$ cat src/rtl/waveform_playback.sv
// Byte FIFO feeding an MSB-first serializer; back-to-back bytes leave with no
// gap so a captured byte stream replays as the original waveform.
module waveform_playback #(
  parameter int   FIFO_DEPTH = 16,
  parameter int   BIT_DIV    = 1,
  parameter logic IDLE_LEVEL = 1'b0
) (
  input  logic                        clk,
  input  logic                        rst,
  input  logic [7:0]                  data_in,
  input  logic                        data_valid,
  output logic                        data_ready,
  input  logic                        enable,
  output logic                        wave_out,
  output logic                        busy,
  output logic                        underrun,
  output logic [$clog2(FIFO_DEPTH):0] fifo_count
);

  localparam int AW = $clog2(FIFO_DEPTH);
  localparam int DW = (BIT_DIV > 1) ? $clog2(BIT_DIV) : 1;
  localparam logic [DW-1:0] DIV_LAST = DW'(BIT_DIV - 1);
  localparam logic [AW:0]   FULL     = (AW+1)'(FIFO_DEPTH);

  typedef enum logic {S_IDLE, S_SHIFT} state_t;
  state_t r_state, w_state_nxt;

  logic [7:0]    r_mem [FIFO_DEPTH];
  logic [AW-1:0] r_wr_ptr, r_rd_ptr;
  logic [AW:0]   r_count;
  logic [7:0]    r_shift;
  logic [2:0]    r_bit_cnt;
  logic [DW-1:0] r_div_cnt;
  logic          r_wave, r_underrun;

  logic       w_push, w_pop, w_shift, w_stop, w_underrun_nxt;
  logic       w_empty, w_div_last;
  logic [7:0] w_head;

  // Ready comes from the registered count only, never from data_valid.
  assign data_ready = (r_count != FULL);
  assign w_push     = data_valid && data_ready;
  assign w_empty    = (r_count == '0);
  assign w_head     = r_mem[r_rd_ptr];
  assign w_div_last = (r_div_cnt == DIV_LAST);

  always_ff @(posedge clk) begin
    if (w_push) r_mem[r_wr_ptr] <= data_in;
  end

  always_ff @(posedge clk or posedge rst) begin
    if (rst) begin
      r_wr_ptr <= '0;
      r_rd_ptr <= '0;
      r_count  <= '0;
    end else begin
      if (w_push) r_wr_ptr <= r_wr_ptr + AW'(1);
      if (w_pop)  r_rd_ptr <= r_rd_ptr + AW'(1);
      case ({w_push, w_pop})
        2'b10:   r_count <= r_count + (AW+1)'(1);
        2'b01:   r_count <= r_count - (AW+1)'(1);
        default: r_count <= r_count;
      endcase
    end
  end

  always_ff @(posedge clk or posedge rst) begin
    if (rst) r_state <= S_IDLE;
    else     r_state <= w_state_nxt;
  end

  always_comb begin
    w_state_nxt    = r_state;
    w_pop          = 1'b0;
    w_shift        = 1'b0;
    w_stop         = 1'b0;
    w_underrun_nxt = 1'b0;
    case (r_state)
      S_IDLE: begin
        if (enable && !w_empty) begin
          w_pop       = 1'b1;
          w_state_nxt = S_SHIFT;
        end
      end
      S_SHIFT: begin
        if (w_div_last) begin
          if (r_bit_cnt != 3'd7) begin
            w_shift = 1'b1;
          end else if (enable && !w_empty) begin
            w_pop = 1'b1;
          end else begin
            // Byte boundary with nothing to follow: starved only if still enabled.
            w_stop         = 1'b1;
            w_underrun_nxt = enable;
            w_state_nxt    = S_IDLE;
          end
        end
      end
      default: w_state_nxt = S_IDLE;
    endcase
  end

  always_ff @(posedge clk or posedge rst) begin
    if (rst) begin
      r_wave     <= IDLE_LEVEL;
      r_shift    <= '0;
      r_bit_cnt  <= '0;
      r_div_cnt  <= '0;
      r_underrun <= 1'b0;
    end else begin
      r_underrun <= w_underrun_nxt;
      if (w_pop) begin
        r_wave    <= w_head[7];
        r_shift   <= {w_head[6:0], 1'b0};
        r_bit_cnt <= '0;
        r_div_cnt <= '0;
      end else if (w_shift) begin
        r_wave    <= r_shift[7];
        r_shift   <= {r_shift[6:0], 1'b0};
        r_bit_cnt <= r_bit_cnt + 3'd1;
        r_div_cnt <= '0;
      end else if (w_stop) begin
        r_wave    <= IDLE_LEVEL;
        r_bit_cnt <= '0;
        r_div_cnt <= '0;
      end else if (r_state == S_SHIFT) begin
        r_div_cnt <= r_div_cnt + DW'(1);
      end else begin
        r_wave <= IDLE_LEVEL;
      end
    end
  end

  assign wave_out   = r_wave;
  assign busy       = (r_state == S_SHIFT);
  assign underrun   = r_underrun;
  assign fifo_count = r_count;

endmodule
$ cat config.mk
export PLATFORM = sky130hd
export DESIGN_NAME = waveform_playback
export DESIGN_NICKNAME = d
export VERILOG_FILES = /design/src/rtl/waveform_playback.sv
export SDC_FILE = /design/constraint.sdc
export NUM_CORES = 1
export LEC_CHECK = 0
export ABC_AREA = 1
export CAP_MARGIN = 20
export CORE_MARGIN = 3
export CORE_UTILIZATION = 50
export CTS_CLUSTER_DIAMETER = 150
export DETAILED_ROUTE_END_ITERATION = 10
export GPL_ROUTABILITY_DRIVEN = 0
export HOLD_SLACK_MARGIN = 0.06
export PLACE_DENSITY = 0.74
export SKIP_LAST_GASP = 1
export SYNTH_ARGS = -nofsm -noshare
export SYNTH_HDL_FRONTEND = slang
export SYNTH_SLANG_ARGS = --single-unit
$ cat constraint.sdc
create_clock -name clk -period 5.69 [get_ports clk]
set_input_delay 1.138 -clock clk [delete_from_list [all_inputs] [get_ports clk]]
set_output_delay 1.138 -clock clk [all_outputs]
set_load 0.01 [all_outputs]
* Word level (Yosys, flattened, before mapping)
Memories as Yosys holds them, arrays and structs flattened.
Index checks and enable logic that the tools add are counted.
W data, S select, Z words.
** Word-level totals
- Flip-flop bits (word level) :: 28
- Bits in writable memories :: 128
- Input bits :: 12
- Memories kept :: 1
** Cells by class
- Add/sub/neg operators :: 6
- Eq/ne operators :: 5
- Multiplexer cells :: 34
- Bitwise operators :: 1
- Reduce and logical (&&, ||, !) cells :: 8
** Memories
- r_mem :: depth 16, width 8, rd ports 1, clocked after Yosys merged registers in 0, wr ports 1, RTL line 28 : logic [7:0] r_mem [FIFO_DEPTH];
** Operators by type and width (count)
- $mux W1 :: 26
- $mux W8 :: 2
- $pmux W5 S2 :: 1
- $mux W3 :: 3
- $add A4 B1 Y4 const B :: 2
- $add A5 B1 Y5 const B :: 1
- $logic_not A5 Y1 :: 1
- $ne A5 B5 Y1 const B :: 1
- $sub A5 B1 Y5 const B :: 1
- $ne A4 B1 Y1 const B :: 1
- $pmux W1 S2 :: 2
- $reduce_bool A2 Y1 :: 2
- $reduce_bool A4 Y1 :: 1
- $add A3 B1 Y3 const B :: 1
- $ne A3 B3 Y1 const B :: 1
- $reduce_bool A3 Y1 :: 1
- $eq A2 B1 Y1 const B :: 1
- $eq A2 B2 Y1 const B :: 1
- $logic_and A1 B1 Y1 :: 2
- $add A1 B1 Y1 const B :: 1
- $logic_not A1 Y1 :: 1
- $not A1 Y1 :: 1

* Logic depth before layout (Yosys ltp)
- Depth after elaboration :: 10
- Gate-level depth with buffers :: 15
- Gate-level depth less buffers :: 14

* Worst setup path before layout
OpenSTA, ideal clock, no wires.
- Kind :: input -> register
- Start point :: input enable
- End point :: register r_count[4] (netlist: fifo_count[4])
- Setup time :: 65 ps
- Arrival time :: 2635 ps
- Required time :: 5625 ps
- Setup slack :: 2990 ps
- Stages :: 13
- Buffers on the path :: 1
- Cell sequence :: nand2_2 -> a21oi_2 -> buf_4 -> ha_1 -> xor2_1 -> ha_1 -> inv_1 -> nand2_1 -> nand3_1 -> nand2_1 -> xor2_1 -> nand2_1 -> nand2_1
** Between the ends
- Cells in the longest elaborated chain, start to end :: 7
- Elaborated cells between the ends (all ways) :: 9
** Ends and longest elaborated chain
- from (decl) :: RTL line 13 : input logic enable,
- $logic_and A1 B1 Y1 (*) :: RTL line 80, 89
- $mux W1 (*) :: RTL line 80, 89
- $mux W1 :: RTL line 87 : if (r_bit_cnt != 3'd7) begin
- $mux W1 :: RTL line 86 : if (w_div_last) begin
- $pmux W1 S2 (*) :: RTL line 78 : case (r_state)
- named net w_pop :: RTL line 36 : logic w_push, w_pop, w_shift, w_stop, w_underrun_nxt;
- $eq A2 B1 Y1 or $eq A2 B2 Y1 (tied branches) :: RTL line 59 : case ({w_push, w_pop})
- $pmux W5 S2 or $reduce_bool A2 Y1 (tied branches)
- to (signal assigned) :: RTL line 60 : 2'b10: r_count <= r_count + (AW+1)'(1);
- to (signal assigned) :: RTL line 61 : 2'b01: r_count <= r_count - (AW+1)'(1);
- to (signal assigned) :: RTL line 62 : default: r_count <= r_count;
- to (decl) :: RTL line 30 : logic [AW:0] r_count;
The timed path passes the listed nets; every way through them passes the cells marked *.
A chain may end at the register's enable or synchronous reset.

* Worst setup path after layout
- Start point :: input enable
- End point :: register r_count[4] (netlist: fifo_count[4])
** Between the ends
- Cells in the longest elaborated chain, start to end :: 7
- Elaborated cells between the ends (all ways) :: 9
** Ends and longest elaborated chain (RTL line)
- $logic_and A1 B1 Y1 (*) :: 80, 89
- $mux W1 (*) :: 80, 89
- $mux W1 :: 87
- $mux W1 :: 86
- $pmux W1 S2 (*) :: 78
- $eq A2 B1 Y1 or $eq A2 B2 Y1 (tied branches) :: 59
- $pmux W5 S2 or $reduce_bool A2 Y1 (tied branches)
Mark *: on every way between the ends. The rest lies on a longest branch, timed or not.

==> impl_metrics.toml <==
[status]
status = "completed"

[route]
num_vias = 4382
drt-vias-per-instance = 5.350
drcViolationCount = 0
drtIter0Drc = 457
drt-total-wl_um = 13730
ant_nets = 0
routedWlPerCell_um = 16.77
firstDrtPassIters = 5

[timing]
tightest_slew_ns = 1.064
skew_ns = 0.005889
clock.fmax_ghz = 0.3046
finalSetupViolations = 0
rsz0062_at_grt = "no"
min_period_ns = 3.283
tns_ns = 0
hold_violations = 0
maxSlewViolCount = 0
setup_ws_ns = 2.407
max_slew_margin = 0.2906
finalCritPeriodShare = 0.5769

[global_routing]
grt_pass1_wl_um = 22200
grt_antenna_before_repair = 0
first_global_vias = 4196
grt-ovfl-total = 0
grt_max_degree = 68
gr-usage-all-layers = 0.1997

[place]
hpwl_um = 8539
place_area_sq_um = 6943
pre_cts_ws_ns = 2.038
io_buffers = 20

[clock_network]
cts_root_buffer = "clkbuf_16"
hold_buffers = 0
cts_resized = 0
htree_levels = 4
clk_path_buf_depth = 2
cts.sinks = 155
clkLatencyLatePin_ns = 0.42
clk_pin_slew_worst_paths_ns = 0.06
post-cts-setup-buffer-count = 0
cts_tree = "done"
cts_made_buffers = 17

[synth]
yosys.area_share.simple = 0.2004
synth_compound_area_frac = 0.03646
yosysUniqueCellTypes = 26
netlist_area_sq_um = 6691
syn_inst = 618
synth_xor_area_frac = 0.01571
synth_top_family_by_area = "simple AND/OR/NAND/NOR gates"
seq_area_frac_synth = 0.6754
syn_nets = 641
synth_fa_ha_area_frac = 0.02057
synth-seq-cells = 155
syn_avg_cell_area_sq_um = 10.83
yosys_warnings = 0
synth_mux_area_frac = 0.001496

[power]
power.density_nw_per_um2 = 504.9
p_leak_nw = 2.934
peakVddDrop_mv = 0.3234

[cells_and_area]
num_antenna_cells = 0
nets = 657
final_layout_size_suffix_gt1_frac = 0.06182
area_growth_pct = 12.10
fill_cells = 1009
design_area_sq_um = 7501

[floorplan]
die_area_sq_um = 14810
num_rows = 41
initial_core_util = 0.5197
ios = 21
core-area_sq_um = 12880
die_x_um = 121.7
die_h_um = 121.7

[setup_path]
critPathLaunchType = "primary input"
cp.arrival_ns = 3.64
crit_type = "in2reg"
critPathBufInv = 2
critPathCaptureType = "register"
cp.required_ns = 6.05
crit_path_frequent_cell = "nand2_1"
max_stage_delay_ns = 0.50
crit_chain = "clkdlybuf4s50_1, nand2_2, a21oi_2, ha_1, xor2_1, ha_1, inv_1, nand2_1, nand3_1, nand2_1, xor2_1, nand2_1, nand2_1"
path_max_fanout = 15
critPathSlowestCell = "clkdlybuf4s50_1"
crit_family = "adder cells"

[hold_path]
hold_path.class = "reg2reg"

[flow_run]
cap_violations = 0
## layer usage
layer / track usage / part of all wire / wire, um
met1: 0.2723 / 0.43 / 5936
met2: 0.3112 / 0.48 / 6605
met3: 0.04503 / 0.064 / 879
met4: 0.08543 / 0.023 / 310
met5: 0 / 0 / 0
## flip-flops by register name, summed over array words and instances, names as in the netlist
| name | flops |
|---|---|
| busy | 1 |
| fifo_count | 5 |
| r_bit_cnt | 3 |
| r_div_cnt | 1 |
| r_mem | 128 |
| r_rd_ptr | 4 |
| r_shift | 7 |
| r_wr_ptr | 4 |
| underrun | 1 |
| wave_out | 1 |
## stage by stage
step | instances | power [W] | util | hold WS [ns]
global route | 819 | 0.004041 | 0.5825 | 0.5198
CTS | 818 | 0.003795 | 0.5804 | 0.4967
detailed placement | 786 | 0.002792 | 0.5392 | 0.4887
finish | 819 | 0.003787 | 0.5825 | 0.4930
global placement | 786 | 0.002743 | 0.5392 | 0.4725
floorplan | 618 | 0.002479 | - | 0.4573
## area by class of cell
| class | instances | area [sq um] | area share |
|---|---|---|---|
| Clock buffer | 19 | 432.9 | 0.05771 |
| Clock inverter | 13 | 97.59 | 0.01301 |
| Inverter | 41 | 153.9 | 0.02052 |
| Multi-Input combinational cell | 396 | 1838 | 0.2450 |
| Sequential cell | 155 | 4521 | 0.6027 |
| Tap cell | 172 | 215.2 | 0.02869 |
| Timing Repair Buffer | 23 | 242.7 | 0.03236 |
## worst register-to-register path, delay by kind of cell (launching register included)
family / cells / cell delay, ns
adders and majority gates: 4 / 0.97
and+or+nand+nor: 6 / 0.54
AOI/OAI and AO/OA: 1 / 0.49
xor gates and xnor gates: 2 / 0.40
DFF: 1 / 0.37
buffers and inverters: 1 / 0.05
## Yosys cell counts
| cell type | number | area share |
|---|---|---|
| inv_2 | 2 | 0.0011 |
| nor2_4 | 1 | 0.0017 |
| buf_2 | 9 | 0.0067 |
| clkinv_1 | 5 | 0.0028 |
| nand2_2 | 3 | 0.0028 |
| ha_1 | 11 | 0.021 |
| o21bai_1 | 1 | 0.0011 |
| o21ai_1 | 14 | 0.010 |
| o21ai_0 | 30 | 0.022 |
| nand3_1 | 77 | 0.058 |
| nor3_1 | 2 | 0.0015 |
| mux2i_1 | 1 | 0.0015 |
| nand2_1 | 150 | 0.084 |
| nor2_1 | 89 | 0.050 |
| clkbuf_1 | 2 | 0.0011 |
| a21boi_0 | 1 | 0.0011 |
| buf_1 | 1 | 0.00056 |
| buf_4 | 9 | 0.010 |
| edfxtp_1 | 128 | 0.57 |
| nand4_1 | 3 | 0.0028 |
| xnor2_1 | 2 | 0.0026 |
| inv_1 | 34 | 0.019 |
| a21oi_2 | 1 | 0.0013 |
| xor2_1 | 10 | 0.013 |
| dfrtp_1 | 27 | 0.10 |
| buf_6 | 5 | 0.0084 |
## cells in the final DEF, fill, tap and decap left out, types with 2 or more instances in the layout
cell type	count
nand2_1	150
edfxtp_1	128
nor2_1	89
nand3_1	77
inv_1	34
o21ai_0	30
dfrtp_1	26
clkdlybuf4s50_1	20
clkbuf_16	17
o21ai_1	14
ha_1	11
xor2_1	10
clkinv_1	6
clkinvlp_4	6
nand4_1	3
nand2_2	3
clkinv_4	3
xnor2_1	2
inv_2	2
nor3_1	2
clkbuf_1	2
inv_6	2
buf_4	2
## path summary, 6_finish.rpt
check	startpoint	end	slack, ns	cells past startpoint
setup / recovery	enable	fifo_count[4]	2.41	13
hold / removal	r_bit_cnt[0]	r_bit_cnt[0]	0.49	1
setup reg to reg	r_bit_cnt[0]	fifo_count[4]	2.82	14
hold reg to reg	r_bit_cnt[0]	r_bit_cnt[0]	0.49	1
max in group asynchronous	rst	r_rd_ptr[0]	4.35	3
min in group asynchronous	rst	fifo_count[1]	0.94	2
## kinds of logic after synthesis
kind of cell | Yosys count
XOR/XNOR | 12
AO/OA/AOI/OAI | 47
AND/OR/NAND/NOR | 325
adder cells (fa/ha/maj) | 11
multiplexers | 1
buffers and inverters | 67
flip-flops | 155
## power by group
group	leakage (nW)	total, W	switching [W]	internal, W
clock network	0.240	0.000998	0.000440	0.000558
registers	1.49	0.00152	0.000114	0.00141
logic	1.20	0.00127	0.000862	0.000406
total	2.93	0.00379	0.00142	0.00237
(Power assumes the default switching activity.)
